**src/rtl/tteframe_enqueue_pkg.sv**
```systemverilog
// Shared definitions for the frame enqueue stage: FSM states, descriptor layout, defaults.
package tteframe_enqueue_pkg;

    typedef enum logic [1:0] {
        ST_IDLE = 2'd0,
        ST_LEN  = 2'd1,
        ST_PAY  = 2'd2,
        ST_DESC = 2'd3
    } state_t;

    localparam int NPORT         = 4;
    localparam int DESC_MAP_HI   = 15;
    localparam int DESC_LEN_W    = 11;
    localparam int MAX_LEN_DEF   = 2047;
    localparam int BP_THRESH_DEF = 2100;

    function automatic logic [DESC_MAP_HI:0] make_desc(input logic [NPORT-1:0]      map,
                                                       input logic [DESC_LEN_W-1:0] len);
        return {map, 1'b0, len};
    endfunction

endpackage

```
**src/rtl/tteframe_enqueue_admit.sv**
```systemverilog
// Admission check for a new frame (combinational) and registered per-port backpressure.
module enq_admit
    import tteframe_enqueue_pkg::*;
#(
    parameter int MAX_LEN   = MAX_LEN_DEF,
    parameter int BP_THRESH = BP_THRESH_DEF
) (
    input  logic             clk,
    input  logic             rstn,
    input  logic [NPORT-1:0] i_map,
    input  logic [NPORT-1:0] i_pfifo_full,
    input  logic [11:0]      i_dfifo_free,
    output logic             o_acc,
    output logic [NPORT-1:0] o_bp
);

    localparam logic [11:0] W_MAX_LEN   = 12'(MAX_LEN);
    localparam logic [11:0] W_BP_THRESH = 12'(BP_THRESH);

    logic             w_low_space;
    logic [NPORT-1:0] r_bp;

    // Space is reserved for a worst-case frame since the real length is unknown up front.
    assign o_acc = (i_map != '0) &&
                   ((i_map & i_pfifo_full) == '0) &&
                   (i_dfifo_free >= W_MAX_LEN);

    assign w_low_space = (i_dfifo_free < W_BP_THRESH);

    always_ff @(posedge clk or negedge rstn) begin
        if (!rstn) begin
            r_bp <= '0;
        end else begin
            r_bp <= i_pfifo_full | {NPORT{w_low_space}};
        end
    end

    assign o_bp = r_bp;

endmodule

```
**src/rtl/tteframe_enqueue.sv**
```systemverilog
// Frame enqueue: parses the 2-byte header, stores admitted payload in the data FIFO and
// pushes one descriptor to every destination pointer FIFO.
module tteframe_enqueue
    import tteframe_enqueue_pkg::*;
#(
    parameter int BP_THRESH = BP_THRESH_DEF,
    parameter int MAX_LEN   = MAX_LEN_DEF
) (
    input  logic        clk,
    input  logic        rstn,
    input  logic        sof,
    input  logic        dv,
    input  logic [7:0]  data,
    output logic        bp0,
    output logic        bp1,
    output logic        bp2,
    output logic        bp3,
    output logic        dfifo_wr,
    output logic [7:0]  dfifo_din,
    input  logic [11:0] dfifo_free,
    output logic [3:0]  pfifo_wr,
    output logic [15:0] pfifo_din,
    input  logic [3:0]  pfifo_full,
    output logic [15:0] drop_cnt,
    output logic [15:0] err_cnt
);

    localparam logic [DESC_LEN_W-1:0] CNT_MAX = '1;

    state_t                  r_state, w_state_nxt;
    logic [NPORT-1:0]        r_map;
    logic                    r_acc;
    logic                    r_ovf;
    logic [DESC_LEN_W-1:0]   r_cnt;
    logic                    r_dfifo_wr;
    logic [7:0]              r_dfifo_din;
    logic [NPORT-1:0]        r_pfifo_wr;
    logic [15:0]             r_pfifo_din;
    logic [15:0]             r_drop_cnt;
    logic [15:0]             r_err_cnt;

    logic                    w_acc;
    logic [NPORT-1:0]        w_bp;
    logic                    w_wr_byte;
    logic                    w_ovf_hit;
    logic                    w_desc_ok;
    logic                    w_desc_push;
    logic [1:0]              w_err_inc;

    enq_admit #(
        .MAX_LEN   (MAX_LEN),
        .BP_THRESH (BP_THRESH)
    ) u_admit (
        .clk          (clk),
        .rstn         (rstn),
        .i_map        (r_map),
        .i_pfifo_full (pfifo_full),
        .i_dfifo_free (dfifo_free),
        .o_acc        (w_acc),
        .o_bp         (w_bp)
    );

    // The header length field is ignored; the descriptor reports bytes actually stored.
    always_comb begin
        w_state_nxt = r_state;
        w_wr_byte   = 1'b0;
        w_ovf_hit   = 1'b0;
        w_desc_ok   = r_acc && (r_cnt != '0);
        w_desc_push = 1'b0;
        w_err_inc   = 2'd0;
        case (r_state)
            ST_IDLE: begin
                if (dv && sof) w_state_nxt = ST_LEN;
            end
            ST_LEN: begin
                w_state_nxt = dv ? ST_PAY : ST_DESC;
            end
            ST_PAY: begin
                if (dv) begin
                    if (r_acc) begin
                        if (r_cnt != CNT_MAX) w_wr_byte = 1'b1;
                        else if (!r_ovf)      w_ovf_hit = 1'b1;
                    end
                    w_err_inc = {1'b0, sof} + {1'b0, w_ovf_hit};
                end else begin
                    w_state_nxt = ST_DESC;
                    w_desc_push = w_desc_ok;
                end
            end
            ST_DESC: begin
                w_state_nxt = ST_IDLE;
                w_err_inc   = {1'b0, dv && sof};
            end
            default: w_state_nxt = ST_IDLE;
        endcase
    end

    always_ff @(posedge clk or negedge rstn) begin
        if (!rstn) begin
            r_state     <= ST_IDLE;
            r_map       <= '0;
            r_acc       <= 1'b0;
            r_ovf       <= 1'b0;
            r_cnt       <= '0;
            r_dfifo_wr  <= 1'b0;
            r_dfifo_din <= '0;
            r_pfifo_wr  <= '0;
            r_pfifo_din <= '0;
            r_drop_cnt  <= '0;
            r_err_cnt   <= '0;
        end else begin
            r_state    <= w_state_nxt;
            r_dfifo_wr <= w_wr_byte;
            r_err_cnt  <= r_err_cnt + {14'd0, w_err_inc};
            if (r_state == ST_IDLE && dv && sof) begin
                r_map <= data[3:0];
                r_acc <= 1'b0;
                r_ovf <= 1'b0;
                r_cnt <= '0;
            end
            if (r_state == ST_LEN) r_acc <= w_acc;
            if (w_wr_byte) begin
                r_dfifo_din <= data;
                r_cnt       <= r_cnt + 1'b1;
            end
            if (w_ovf_hit) r_ovf <= 1'b1;
            // Descriptor is issued on entry to DESC so it lands right after the last data write.
            if (w_desc_push) begin
                r_pfifo_wr  <= r_map;
                r_pfifo_din <= make_desc(r_map, r_cnt);
            end else begin
                r_pfifo_wr  <= '0;
            end
            if (r_state == ST_DESC && !w_desc_ok) r_drop_cnt <= r_drop_cnt + 16'd1;
        end
    end

    assign {bp3, bp2, bp1, bp0} = w_bp;
    assign dfifo_wr  = r_dfifo_wr;
    assign dfifo_din = r_dfifo_din;
    assign pfifo_wr  = r_pfifo_wr;
    assign pfifo_din = r_pfifo_din;
    assign drop_cnt  = r_drop_cnt;
    assign err_cnt   = r_err_cnt;

endmodule

```
**config.mk**
```make
export PLATFORM = sky130hd
export DESIGN_NAME = tteframe_enqueue
export DESIGN_NICKNAME = d
export VERILOG_FILES = /design/src/rtl/tteframe_enqueue_pkg.sv /design/src/rtl/tteframe_enqueue_admit.sv /design/src/rtl/tteframe_enqueue.sv
export SDC_FILE = /design/constraint.sdc
export NUM_CORES = 1
export LEC_CHECK = 0
export CAP_MARGIN = 20
export CORE_ASPECT_RATIO = 1.1
export CORE_MARGIN = 8
export CORE_UTILIZATION = 45
export CTS_BUF_LIST = sky130_fd_sc_hd__clkbuf_16
export CTS_CLUSTER_DIAMETER = 200
export DETAILED_ROUTE_END_ITERATION = 6
export PLACE_DENSITY_LB_ADDON = 0.15
export SYNTH_ARGS = -nofsm -noshare
export SYNTH_HDL_FRONTEND = slang
export SYNTH_HIERARCHICAL = 1
export SYNTH_SLANG_ARGS = --single-unit
```
**constraint.sdc**
```tcl
create_clock -name clk -period 3.1 [get_ports clk]
set_input_delay 0.465 -clock clk [delete_from_list [all_inputs] [get_ports clk]]
set_output_delay 0.465 -clock clk [all_outputs]
set_load 0.05 [all_outputs]
```
# Yosys cells after proc, flatten, opt, wreduce, memory -nomap -nowiden
# Index checks and enable logic that the tools add are counted.
[word_totals] ff_bits=83 inputBits=28 out_inout_bits=65 wordCells=67
[op_classes] addsub=4 order_cmp=2 eq_ne=6 muxes=25 bitwise=2 n_reduce_logical=16
[op_table] op="11-bit two-way mux" count=2
[op_table] op="1-bit two-way mux" count=17
[op_table] op="16-bit by 1-bit adder with 16-bit output, second input constant" count=1
[op_table] op="16-bit by 2-bit adder with 16-bit output" count=1
[op_table] op="12-bit by 11-bit greater-or-equal comparator with 1-bit output, second input constant" count=1
[op_table] op="12-bit less-than comparator, second input constant" count=1
[op_table] op="11-bit by 1-bit adder with 11-bit output, second input constant" count=1
[op_table] op="11-bit inequality test, second input constant" count=1
[op_table] op="11-bit nonzero test" count=1
[op_table] op="2-bit one-hot mux with 4 select lines" count=1
[op_table] op="1-bit logical AND" count=7
[op_table] op="2-bit two-way mux" count=3
[op_table] op="2-bit nonzero test" count=3
[op_table] op="4-bit bitwise AND" count=1
[op_table] op="2-bit == test, second input constant" count=2
[op_table] op="4-bit logical NOT" count=1
[op_table] op="4-bit two-way mux" count=1
[op_table] op="2-bit inequality test, second input constant" count=2
[op_table] op="4-bit bitwise OR" count=1
[op_table] op="2-bit one-hot mux with 2 select lines" count=1
[op_table] op="4-bit nonzero test" count=1
[op_table] op="1-bit by 1-bit adder with 2-bit output" count=1
[op_table] op="2-bit by 1-bit == test with 1-bit output, second input constant" count=1
[op_table] op="2-bit logical NOT" count=1
[op_table] op="other kinds (2)" count=2

# Longest topological paths before layout
# Gate-level depths: netlist of run 1.
[depth] depth_word=9 depth_mapped=14

# By module
# The synthesis of run 1 kept the hierarchy.
[by_module_without_submodules] module="tteframe_enqueue" n_inst=1 cells_per_inst=300 area_each_um2=3611.0
[by_module_without_submodules] module="enq_admit" n_inst=1 cells_per_inst=19 area_each_um2=215.2

# Worst setup path before layout of run 1
# OpenSTA, ideal clock, no wires.
[synth_timing] path_type="reg-to-reg" start="register r_cnt[0]" end="register r_err_cnt[10] (netlist: err_cnt[10])" arrival_time_ps=2944 slack_ps=14 path_stages_with_launch=15 path_cell_list="dfrtp_1 -> ha_1 -> and3_1 -> buf_6 -> nand4_1 -> nor3b_1 -> ha_1 -> a22oi_1 -> nor2b_1 -> ha_1 -> inv_1 -> fa_1 -> nor4b_1 -> nand3_1 -> xnor2_1"
[synth_between] elab_chain_cells=9
[synth_rtl] element="start, declared" line_no="tteframe_enqueue.sv:34" rtl="logic [DESC_LEN_W-1:0] r_cnt;"
[synth_rtl] element="start signal, assigned" line_no="tteframe_enqueue.sv:124" rtl="r_cnt <= r_cnt + 1'b1;"
[synth_rtl] element="11-bit inequality test" line_no="tteframe_enqueue.sv:81" rtl="if (r_cnt != CNT_MAX) w_wr_byte = 1'b1;"
[synth_rtl] element="1-bit two-way mux" line_no="tteframe_enqueue.sv:81"
[synth_rtl] element="1-bit two-way mux" line_no="tteframe_enqueue.sv:80" rtl="if (r_acc) begin"
[synth_rtl] element="1-bit two-way mux" line_no="tteframe_enqueue.sv:79" rtl="if (dv) begin"
[synth_rtl] element="1-bit two-way mux" line_no="tteframe_enqueue.sv:71" rtl="case (r_state)"
[synth_rtl] element="1-bit by 1-bit adder with 2-bit output" line_no="tteframe_enqueue.sv:84" rtl="w_err_inc = {1'b0, sof} + {1'b0, w_ovf_hit};"
[synth_rtl] element="2-bit two-way mux" line_no="tteframe_enqueue.sv:79"
[synth_rtl] element="2-bit one-hot mux with 2 select lines" line_no="tteframe_enqueue.sv:71"
[synth_rtl] element="16-bit by 2-bit adder with 16-bit output" line_no="tteframe_enqueue.sv:114" rtl="r_err_cnt <= r_err_cnt + {14'd0, w_err_inc};"
[synth_rtl] element="end signal, assigned" line_no="tteframe_enqueue.sv:114"
[synth_rtl] element="end, declared" line_no="tteframe_enqueue.sv:40" rtl="logic [15:0] r_err_cnt;"
# No other way between the ends. The select of a mux whose other input is x is not followed.
# A chain may end at the register's enable or synchronous reset.

# Final worst setup path of run 1
[layout_timing] start="register r_cnt[1]" end="register r_err_cnt[12] (netlist: err_cnt[12])"
# The elaborated chain is that of the path after synthesis.

==> results of run 1 <==
Yosys cell counts, types with 2 or more instances:
library cell  count
and2_1            5
nor4_1            7
dfrtp_1          83
buf_2             3
xnor2_1          24
ha_1             11
mux2i_1           2
buf_4             3
nand3_1          15
nor2_1           13
and3_1            8
nand2b_1          2
nand2_1          21
nor3_1            2
inv_1            15
a22oi_1           4
nor4b_1           3
nand4_1          17
xor2_1            7
o31ai_1           2
a221o_1           6
and4_1            4
buf_6             3
nor2b_1           4
o21ai_0           5
or2_1             4
mux2_2           29
final timing paths:
| kind | endpoint | slack (ns) | cells after the start |
|---|---|---|---|
| max in group asynchronous | r_cnt[1] | 1.99 | 3 |
| setup reg to reg | err_cnt[12] | 0.25 | 13 |
| hold / removal | err_cnt[15] | 0.48 | 1 |
| min in group asynchronous | u_admit/o_bp[3] | 0.52 | 2 |
| hold reg to reg | err_cnt[15] | 0.48 | 1 |
| setup / recovery | err_cnt[12] | 0.25 | 13 |
sequential cells by signal, summed over array words and instances (netlist names):
signal and flops:
drop_cnt 16, u_admit/o_bp 4, r_map 4, dfifo_wr 1, r_state 2, r_acc 1
dfifo_din 8, r_cnt 11, pfifo_din 15, r_ovf 1, pfifo_wr 4, err_cnt 16
per-stage QoR:
| step | utilization, % | hold WS, ns | power (mW) |
|---|---|---|---|
| CTS | 62.62 | 0.3552 | 3.954 |
| finish | 63.43 | 0.4800 | 3.921 |
| floorplan | - | 0.1694 | 2.348 |
| global placement | 58.80 | 0.4611 | 2.784 |
| global route | 63.43 | 0.5100 | 4.107 |
| detailed placement | 58.80 | 0.4716 | 2.814 |
routing by layer:
metal,vias up,part of all wire (%)
met3,10,4.3
met5,-,0
met1,1360,43
met4,0,0.95
li1,1355,-
met2,62,52
kinds of logic (layout without fill, tap and decap cells):
family,Yosys count,count (layout),share of synthesized area (%)
other,1,1,0.09801
AO/OA/AOI/OAI,25,25,5.297
flip-flops,83,83,54.28
XOR/XNOR,31,31,7.096
buffers and inverters,25,138,3.727
multiplexers,31,31,9.058
AND/OR/NAND/NOR,111,111,16.32
adder cells (fa/ha/maj),12,12,4.120
power groups by stage:
stage	sequential [mW]	combinational (mW)	clock [mW]
4_1_cts	1.45	1.35	1.15
3_5_place_dp	1.47	1.34	0
5_1_grt	1.48	1.44	1.19
2_1_floorplan	1.89	0.459	0
6_report	1.45	1.34	1.13
3_3_place_gp	1.46	1.32	0
cell type report:
| cell class | count | area [µm²] | share of cell area (%) |
|---|---|---|---|
| multi-input cells | 211 | 1637 | 31.01 |
| clock inverters | 7 | 92.59 | 1.754 |
| flip-flops and latches | 83 | 2077 | 39.36 |
| inverters | 15 | 56.30 | 1.067 |
| well taps | 111 | 138.9 | 2.632 |
| repair buffers | 107 | 1051 | 19.91 |
| clock buffers | 9 | 225.2 | 4.267 |
timing repair:
action	in CTS	in global routing
hold endpoints to repair	0	13
resized for setup	0	5
hold buffers	0	1
setup endpoints to repair	0	5
==> results.py, run 1 <==
metrics = {
    "run_status": {
        "outcome": "finished clean",
    },
    "power": {
        "power.leakage_nw": 2.358,
        "internal-power_mw": 2.484,
        "p_switching_mw": 1.436,
        "p_seq_share_pct": 37.0,
        "swShare_pct": 36.63,
        "pwr-share-clk_pct": 28.7,
        "peakVddDrop_mv": 0.5589,
        "cellPowerDensity_nw_per_um2": 742.9,
        "combPwrFrac_pct": 34.3,
    },
    "drt": {
        "drt_iter0_markers": 135,
        "drc": 0,
        "vias": 2787,
        "first_pass_iters": 4,
        "vias_per_cell": 5.133,
        "totalWireLength_um": 8464,
        "final_antenna_net_count": 0,
        "post_drt_wl_per_cell_um": 15.59,
    },
    "clock_tree": {
        "clk_pin_slew_ns": 0.06,
        "cts-root-buf": "clkbuf_16",
        "htree_levels": 3,
        "cts_setup_buffers": 0,
        "cts_tree": "built",
        "cts_max_path_buffers": 2,
        "cts.sinks": 83,
        "clk_latency_ns": 0.33,
        "cts_made_buffers": 9,
    },
    "synthesis": {
        "ys_seq_area_share_pct": 54.28,
        "synth_top_area_share_pct": 54.28,
        "syn_area_um2": 3826,
        "synth-async-reset-ratio_pct": 100.0,
        "yosys_most_used_dff": "dfrtp_1",
        "syn_nets": 359,
        "ys_ff_latch": 83,
        "synth_edf_count": 0,
        "synth_cell_types": 44,
        "synthTopCellsByArea": "dfrtp_1 54%, mux2_2 8.5%, xnor2_1 5.5%",
        "synthCells": 319,
        "synth_top_area_cell": "dfrtp_1",
        "ys_warn_count": 6,
        "syn_area_per_cell_um2": 11.99,
    },
    "final_layout": {
        "diodes": 0,
        "mostFrequentLayoutCells": "90 x clkdlybuf4s50_1, 83 x dfrtp_1, 29 x mux2_2",
        "final_nets": 467,
        "final_cells": 543,
        "area_growth_pct": 37.93,
        "nFillCells": 713,
        "design_area_um2": 5278,
        "final_common_cell": "clkdlybuf4s50_1",
        "drive_gt1_share_pct": 15.97,
    },
    "sta": {
        "max_clock_freq_mhz": 350.5,
        "period_share_pct": 92.04,
        "hold_viol": 0,
        "min_period_ns": 2.853,
        "worst_slew_margin_rel_pct": 58.68,
        "clock_skew_ns": 0.006140,
        "setup_ws_ns": 0.2468,
        "finalSetupViolations": 0,
        "fin_setup_tns_ns": 0,
        "slew_viol_final": 0,
        "rsz0062_at_grt": "false",
        "tightest_slew_ns": 0.6198,
    },
    "global_route": {
        "grt_use_met1_pct": 16.74,
        "grtUsageMet2_pct": 25.04,
        "grtUsageTotal_pct": 14.50,
        "grt.busiest_layer": "met2",
        "antenna_found_initial": 0,
        "grt_pass1_wl_um": 14100,
        "use_met3_pct": 4.150,
        "grt_overflow": 0,
        "grt_max_degree": 84,
        "grt_pass1_vias": 2883,
    },
    "floorplan": {
        "die_h_um": 112.7,
        "initial_core_util_pct": 45.98,
        "placeableCoreArea_um2": 8320,
        "die_w_um": 103.9,
        "io_pins": 93,
        "dieArea_um2": 11710,
        "rows": 35,
    },
    "flow_run": {
        "max_cap_viol_count": 0,
    },
    "critical_path": {
        "critPathBufInv": 1,
        "regToRegStartpoint": "r_cnt[1]",
        "cpLargestDelayFamily": "adder cells",
        "worst-setup-path-type": "reg2reg",
        "worstPathCellList": "ha_1 > and3_1 > nand4_1 > nor3b_1 > ha_1 > a22oi_1 > nor2b_1 > ha_1 > inv_1 > fa_2 > nor4_2 > nand2_1 > xnor2_1",
        "max_stage_delay_ns": 0.41,
        "arrival_ns": 3.07,
        "timing.critical_path.mode_cell": "ha_1",
        "required_ns": 3.31,
        "cp-start-kind": "flop",
        "slowest_stage": "dfrtp_1",
        "crit_path_start": "r_cnt[1]",
        "critPathMaxFanout": 5,
        "endpoint_kind": "flop",
    },
    "hold_path": {
        "hold_path_class": "reg2reg",
        "hold_start": "err_cnt[15]",
    },
    "placement": {
        "io_buffers": 91,
        "routabilityCongestion": 0.7753,
        "dp_worst_setup_slack_ns": 0.1435,
        "dp.cells": 525,
        "placed_area_um2": 4892,
        "hpwl_um": 6071,
    },
}
Power figures use the tool's default switching activity.
==> run 2, diff against run 1 <==
--- a/config.mk
+++ b/config.mk
@@ -13,6 +13,7 @@
 export CTS_CLUSTER_DIAMETER = 200
 export DETAILED_ROUTE_END_ITERATION = 6
 export PLACE_DENSITY_LB_ADDON = 0.15
+export RECOVER_POWER = 50
 export SYNTH_ARGS = -nofsm -noshare
 export SYNTH_HDL_FRONTEND = slang
 export SYNTH_HIERARCHICAL = 1
==> results.py, run 2 (synthesis gave the netlist of run 1 again) <==
metrics = {
    "sta": {
        "min_period_ns": 2.858,
        "slew_viol_final": 71,
        "max_clock_freq_mhz": 349.9,
        "worst_slew_margin_rel_pct": -2.022,
        "period_share_pct": 92.19,
        "fin_hold_ws_ns": 0.4815,
        "finalSetupViolations": 0,
        "clock_skew_ns": 0.006436,
        "fin_setup_tns_ns": 0,
        "setup_ws_ns": 0.2422,
        "rsz0062_at_grt": "false",
        "hold_viol": 0,
        "tightest_slew_ns": 1.530,
    },
    "clock_tree": {
        "cts_max_path_buffers": 2,
        "cts.sinks": 83,
        "htree_levels": 3,
        "cts_made_buffers": 9,
        "clk_pin_slew_ns": 0.06,
        "cts_tree": "built",
        "clk_latency_ns": 0.33,
        "cts_setup_buffers": 0,
        "cts-root-buf": "clkbuf_16",
    },
    "placement": {
        "io_buffers": 91,
        "hpwl_um": 6071,
        "dp_worst_setup_slack_ns": 0.1435,
        "routabilityCongestion": 0.7753,
    },
    "hold_path": {
        "holdPathStages": 1,
        "hold_path_class": "reg2reg",
    },
    "final_layout": {
        "mostFrequentLayoutCells": "83 x dfrtp_1, 83 x clkdlybuf4s50_1, 29 x mux2_2",
        "final_nets": 467,
        "diodes": 0,
        "final_core_utilization_pct": 62.92,
        "area_growth_pct": 36.82,
        "drive_gt1_share_pct": 14.81,
    },
    "global_route": {
        "grt_pass1_vias": 2883,
        "grt_overflow": 0,
        "grtUsageTotal_pct": 14.50,
        "antenna_found_initial": 0,
        "grt_pass1_wl_um": 14100,
        "grt_max_degree": 84,
    },
    "drt": {
        "vias_per_cell": 5.125,
        "vias": 2783,
        "drc": 0,
        "drt_iter0_markers": 116,
        "final_antenna_net_count": 0,
        "post_drt_wl_per_cell_um": 15.62,
        "first_pass_iters": 5,
        "totalWireLength_um": 8482,
    },
    "critical_path": {
        "required_ns": 3.32,
        "cp-start-kind": "flop",
        "worst-setup-path-type": "reg2reg",
        "endpoint_kind": "flop",
        "arrival_ns": 3.07,
        "rr_worst_depth": 13,
        "critPathMaxFanout": 5,
    },
    "floorplan": {
        "dieArea_um2": 11710,
        "initial_core_util_pct": 45.98,
        "placeableCoreArea_um2": 8320,
        "die_h_um": 112.7,
        "io_pins": 93,
        "rows": 35,
        "die_w_um": 103.9,
    },
    "run_status": {
        "outcome": "complete, but fails checks",
        "violations": "max-capacitance violations, max-slew violations",
    },
    "power": {
        "peakVddDrop_mv": 0.5590,
        "power.leakage_nw": 2.346,
        "cellPowerDensity_nw_per_um2": 747.1,
    },
    "flow_run": {
        "max_cap_viol_count": 1,
    },
}
[run 2: cell types whose count changed in the layout (fill, tap and decap cells not counted)]
cell	previous run	this run
dlygate4sd3_1	1	8
or4_2	0	1
buf_4	15	12
a41o_2	1	0
clkbuf_1	0	3
buf_2	0	1
o31ai_2	1	0
buf_16	1	0
a41o_1	0	1
o31ai_1	2	3
or4_4	1	0
clkdlybuf4s50_1	90	83
[run 2: worst max-delay path, cell delays in order (launching register included)]
cell     delay [ns]
dfrtp_1        0.41
ha_1           0.22
and3_1         0.20
nand4_1        0.12
nor3b_1        0.07
ha_1           0.27
a22oi_1        0.06
nor2b_1        0.13
ha_1           0.17
inv_1          0.06
fa_2           0.40
nor4_2         0.38
nand2_1        0.11
xnor2_1        0.14
[run 2: cell type report]
| type | count | area, µm² |
|---|---|---|
| clock buffers | 9 | 225.2 |
| clock inverters | 7 | 92.59 |
| fillers | 717 | 3085 |
| inverters | 15 | 56.30 |
| multi-input cells | 211 | 1628 |
| flip-flops and latches | 83 | 2077 |
| well taps | 111 | 138.9 |
| repair buffers | 107 | 1017 |
[run 2: worst paths after layout]
path,slack (ns),to,startpoint
worst max register to register,0.24,err_cnt[12],r_cnt[1]
worst max-delay path,0.24,err_cnt[12],r_cnt[1]
max in group asynchronous,0.48,r_cnt[1],rstn
worst min-delay path,0.48,err_cnt[15],err_cnt[15]
worst min register to register,0.48,err_cnt[15],err_cnt[15]
min in group asynchronous,0.67,u_admit/o_bp[3],rstn
[run 2: timing repair]
action	CTS	global route
resized for setup	0	5
setup endpoints to repair	0	5
endpoints found under the hold margin	0	13
hold buffers	0	1
[run 2: report_power, final]
group	internal [mW]	leakage (nW)	switching (mW)	total, mW
Clock	0.702	0.149	0.425	1.13
Sequential	1.27	1.10	0.179	1.45
Combinational	0.500	1.09	0.833	1.33
[run 2: per-stage QoR]
step                      std cells  power (mW)  cell area (µm²)
after global routing            543       4.096             5235
final                           543       3.911             5235
after global placement          525       2.784             4892
after CTS                       541       3.954             5210
after detailed placement        525       2.814             4892
after floorplan                 319       2.348             3826
[run 2: layer usage]
layer / GRT usage, % / part of all wire [%]
met2: 25.04 / 52
met5: 0 / 0
met1: 16.74 / 43
met3: 4.150 / 4.2
met4: 5.411 / 0.97
==> patch (config.mk and constraints of run 1) <==
Reset style: synchronous (`rstn`), changed in 2 clocked blocks.
--- a/src/rtl/tteframe_enqueue_admit.sv
+++ b/src/rtl/tteframe_enqueue_admit.sv
@@ -27,7 +27,7 @@
 
     assign w_low_space = (i_dfifo_free < W_BP_THRESH);
 
-    always_ff @(posedge clk or negedge rstn) begin
+    always_ff @(posedge clk) begin
         if (!rstn) begin
             r_bp <= '0;
         end else begin
--- a/src/rtl/tteframe_enqueue.sv
+++ b/src/rtl/tteframe_enqueue.sv
@@ -95,7 +95,7 @@
         endcase
     end
 
-    always_ff @(posedge clk or negedge rstn) begin
+    always_ff @(posedge clk) begin
         if (!rstn) begin
             r_state     <= ST_IDLE;
             r_map       <= '0;
Formal check against the unedited RTL: differs if rstn is asserted again (counterexample within 4 cycles, from zero or initial values and one cycle with rstn low); with rstn held inactive, the same outputs for 10 cycles.
==> patch against run 1 <==
Final area decreased by 1.7%; count of clock-buffer cells in the layout did not move; sequential cell count stayed put; largest cell class is now multi-input gates; synthesized area rose by 0.26%; worst setup slack better by 0.053 ns; wire length up 16%.
Power is not compared: it rests on default switching activity, and its combinational part moved more than twofold at a synthesized area within 25%.
==> patch: results (changes against run 1) <==
metric,value,unit,change
period_needed,2.80,ns,-0.0525 ns
max_slew.worst_pin.slew,1.05,ns,+0.428 ns
r2r.worst_path.cells,14,,+1
portBuffers,91,,unchanged
place_congestion,0.836,,+7.9%
hold_class,flip-flop to flip-flop,,
ys_seq_area_share,43.3,%,-11 points
grt_pass1_vias,3284,,+14%
synth_area_per_cell,8.94,um2,-25%
dpl_worst_slack,0.111,ns,-0.0329 ns
r2r-end,err_cnt[14],,
yosysUniqueCellTypes,54,,+23%
grt_max_degree,39,,-54%
fin_nets,561,,+20%
clkSlewWorstSetupHoldPaths,0.07,ns,
cp_slowest_cell,fa_2,,
arrival,3.02,ns,-0.05 ns
vias_per_cell,5.39,,+5.0%
ys_top_cells_by_count,"83 x dfxtp_1, 56 x nand2_1, 34 x nor2_1, 23 x a21oi_1, 23 x mux2i_1",,
critPathTopFamily,simple AND/OR/NAND/NOR gates,,
critPathCaptureType,flip-flop,,
via_count,3432,,+23%
first_pass_iters,4,,unchanged
status,"finished, final reports clean",,
syn_nets,469,,+31%
async_reset_ff_share,0,%,-100 points
netlist_top_cells_area,"dfxtp_1 43%, mux2i_1 6.0%, nand2_1 5.5%",,
track_usage,16.5,%,+2.0 points
drive_gt1_share,7.41,%,-8.6 points
place_hpwl,7230,um,+19%
dp_cells,621,,+18%
drtIter0Drc,171,,+27%
fillers,755,,+5.9%
fin_skew,0.0101,ns,+0.00392 ns
critical_path.startpoint,r_cnt[1],,
slowest_delay,0.38,ns,-0.03 ns
placed_cell_area,4880,um2,-0.31%
wirelength,9780,um,+16%
[patch: through the flow]
stage / utilization [%] / hold WS [ns]
final: 62.4 / 0.455
after global routing: 62.4 / 0.492
after CTS: 62.2 / 0.457
after detailed placement: 58.6 / 0.448
after global placement: 58.6 / 0.443
after floorplan: - / 0.461
[patch: power breakdown]
part | total (mW) | switching [mW] | internal (mW)
Sequential | 1.12 | 0.0276 | 1.09
Combinational | 0.273 | 0.161 | 0.112
Clock | 1.07 | 0.439 | 0.628
[patch: metal layers]
layer,part of all wire (%),GRT usage [%],wire (um),vias to the layer above
li1,-,-,-,1724
met1,44,19.8,4280,1631
met2,50,27.7,4910,69
met3,5.0,4.26,490,8
met4,1.0,6.38,101,0
met5,0,0,0,-
[patch: worst min path at each step]
stage	start	end	slack (ns)	cells after the start
2_1_floorplan	r_map[2]	pfifo_din[14]	0.46	2
3_3_place_gp	pfifo_din[13]	pfifo_din[13]	0.44	2
3_5_place_dp	pfifo_din[7]	pfifo_din[7]	0.45	2
4_1_cts	pfifo_din[7]	pfifo_din[7]	0.46	2
5_1_grt	pfifo_din[14]	pfifo_din[14]	0.49	2
6_report	pfifo_din[1]	pfifo_din[1]	0.46	2
[patch: cells by family after synthesis]
kind of cell	share of synthesized area, %
compound gates	14.1
xor+xnor	2.97
fa+ha+maj	4.11
buf+inv	3.85
flops	43.3
mux	6.00
other cells	0.0978
simple gates	25.5
[patch: cell type report]
class / count / area [um2] / area share [%]
Clock buffer: 9 / 225 / 4.34
Clock inverter: 7 / 75.1 / 1.45
Inverter: 13 / 48.8 / 0.940
Multi-Input combinational cell: 311 / 2040 / 39.3
Sequential cell: 83 / 1660 / 32.0
Tap cell: 111 / 139 / 2.68
Timing Repair Buffer: 103 / 1000 / 19.3
[patch: timing repair]
action                                  4_1_cts  5_1_grt
hold endpoints to repair                      0        0
gates resized for setup                       0        4
endpoints found under the setup margin        0        6
setup buffers                                 0        0
[patch: tightest hold or removal path, stage by stage, from the launching register on]
cell,delay [ns]
dfxtp_1,0.31
nand2_1,0.05
a21oi_1,0.05
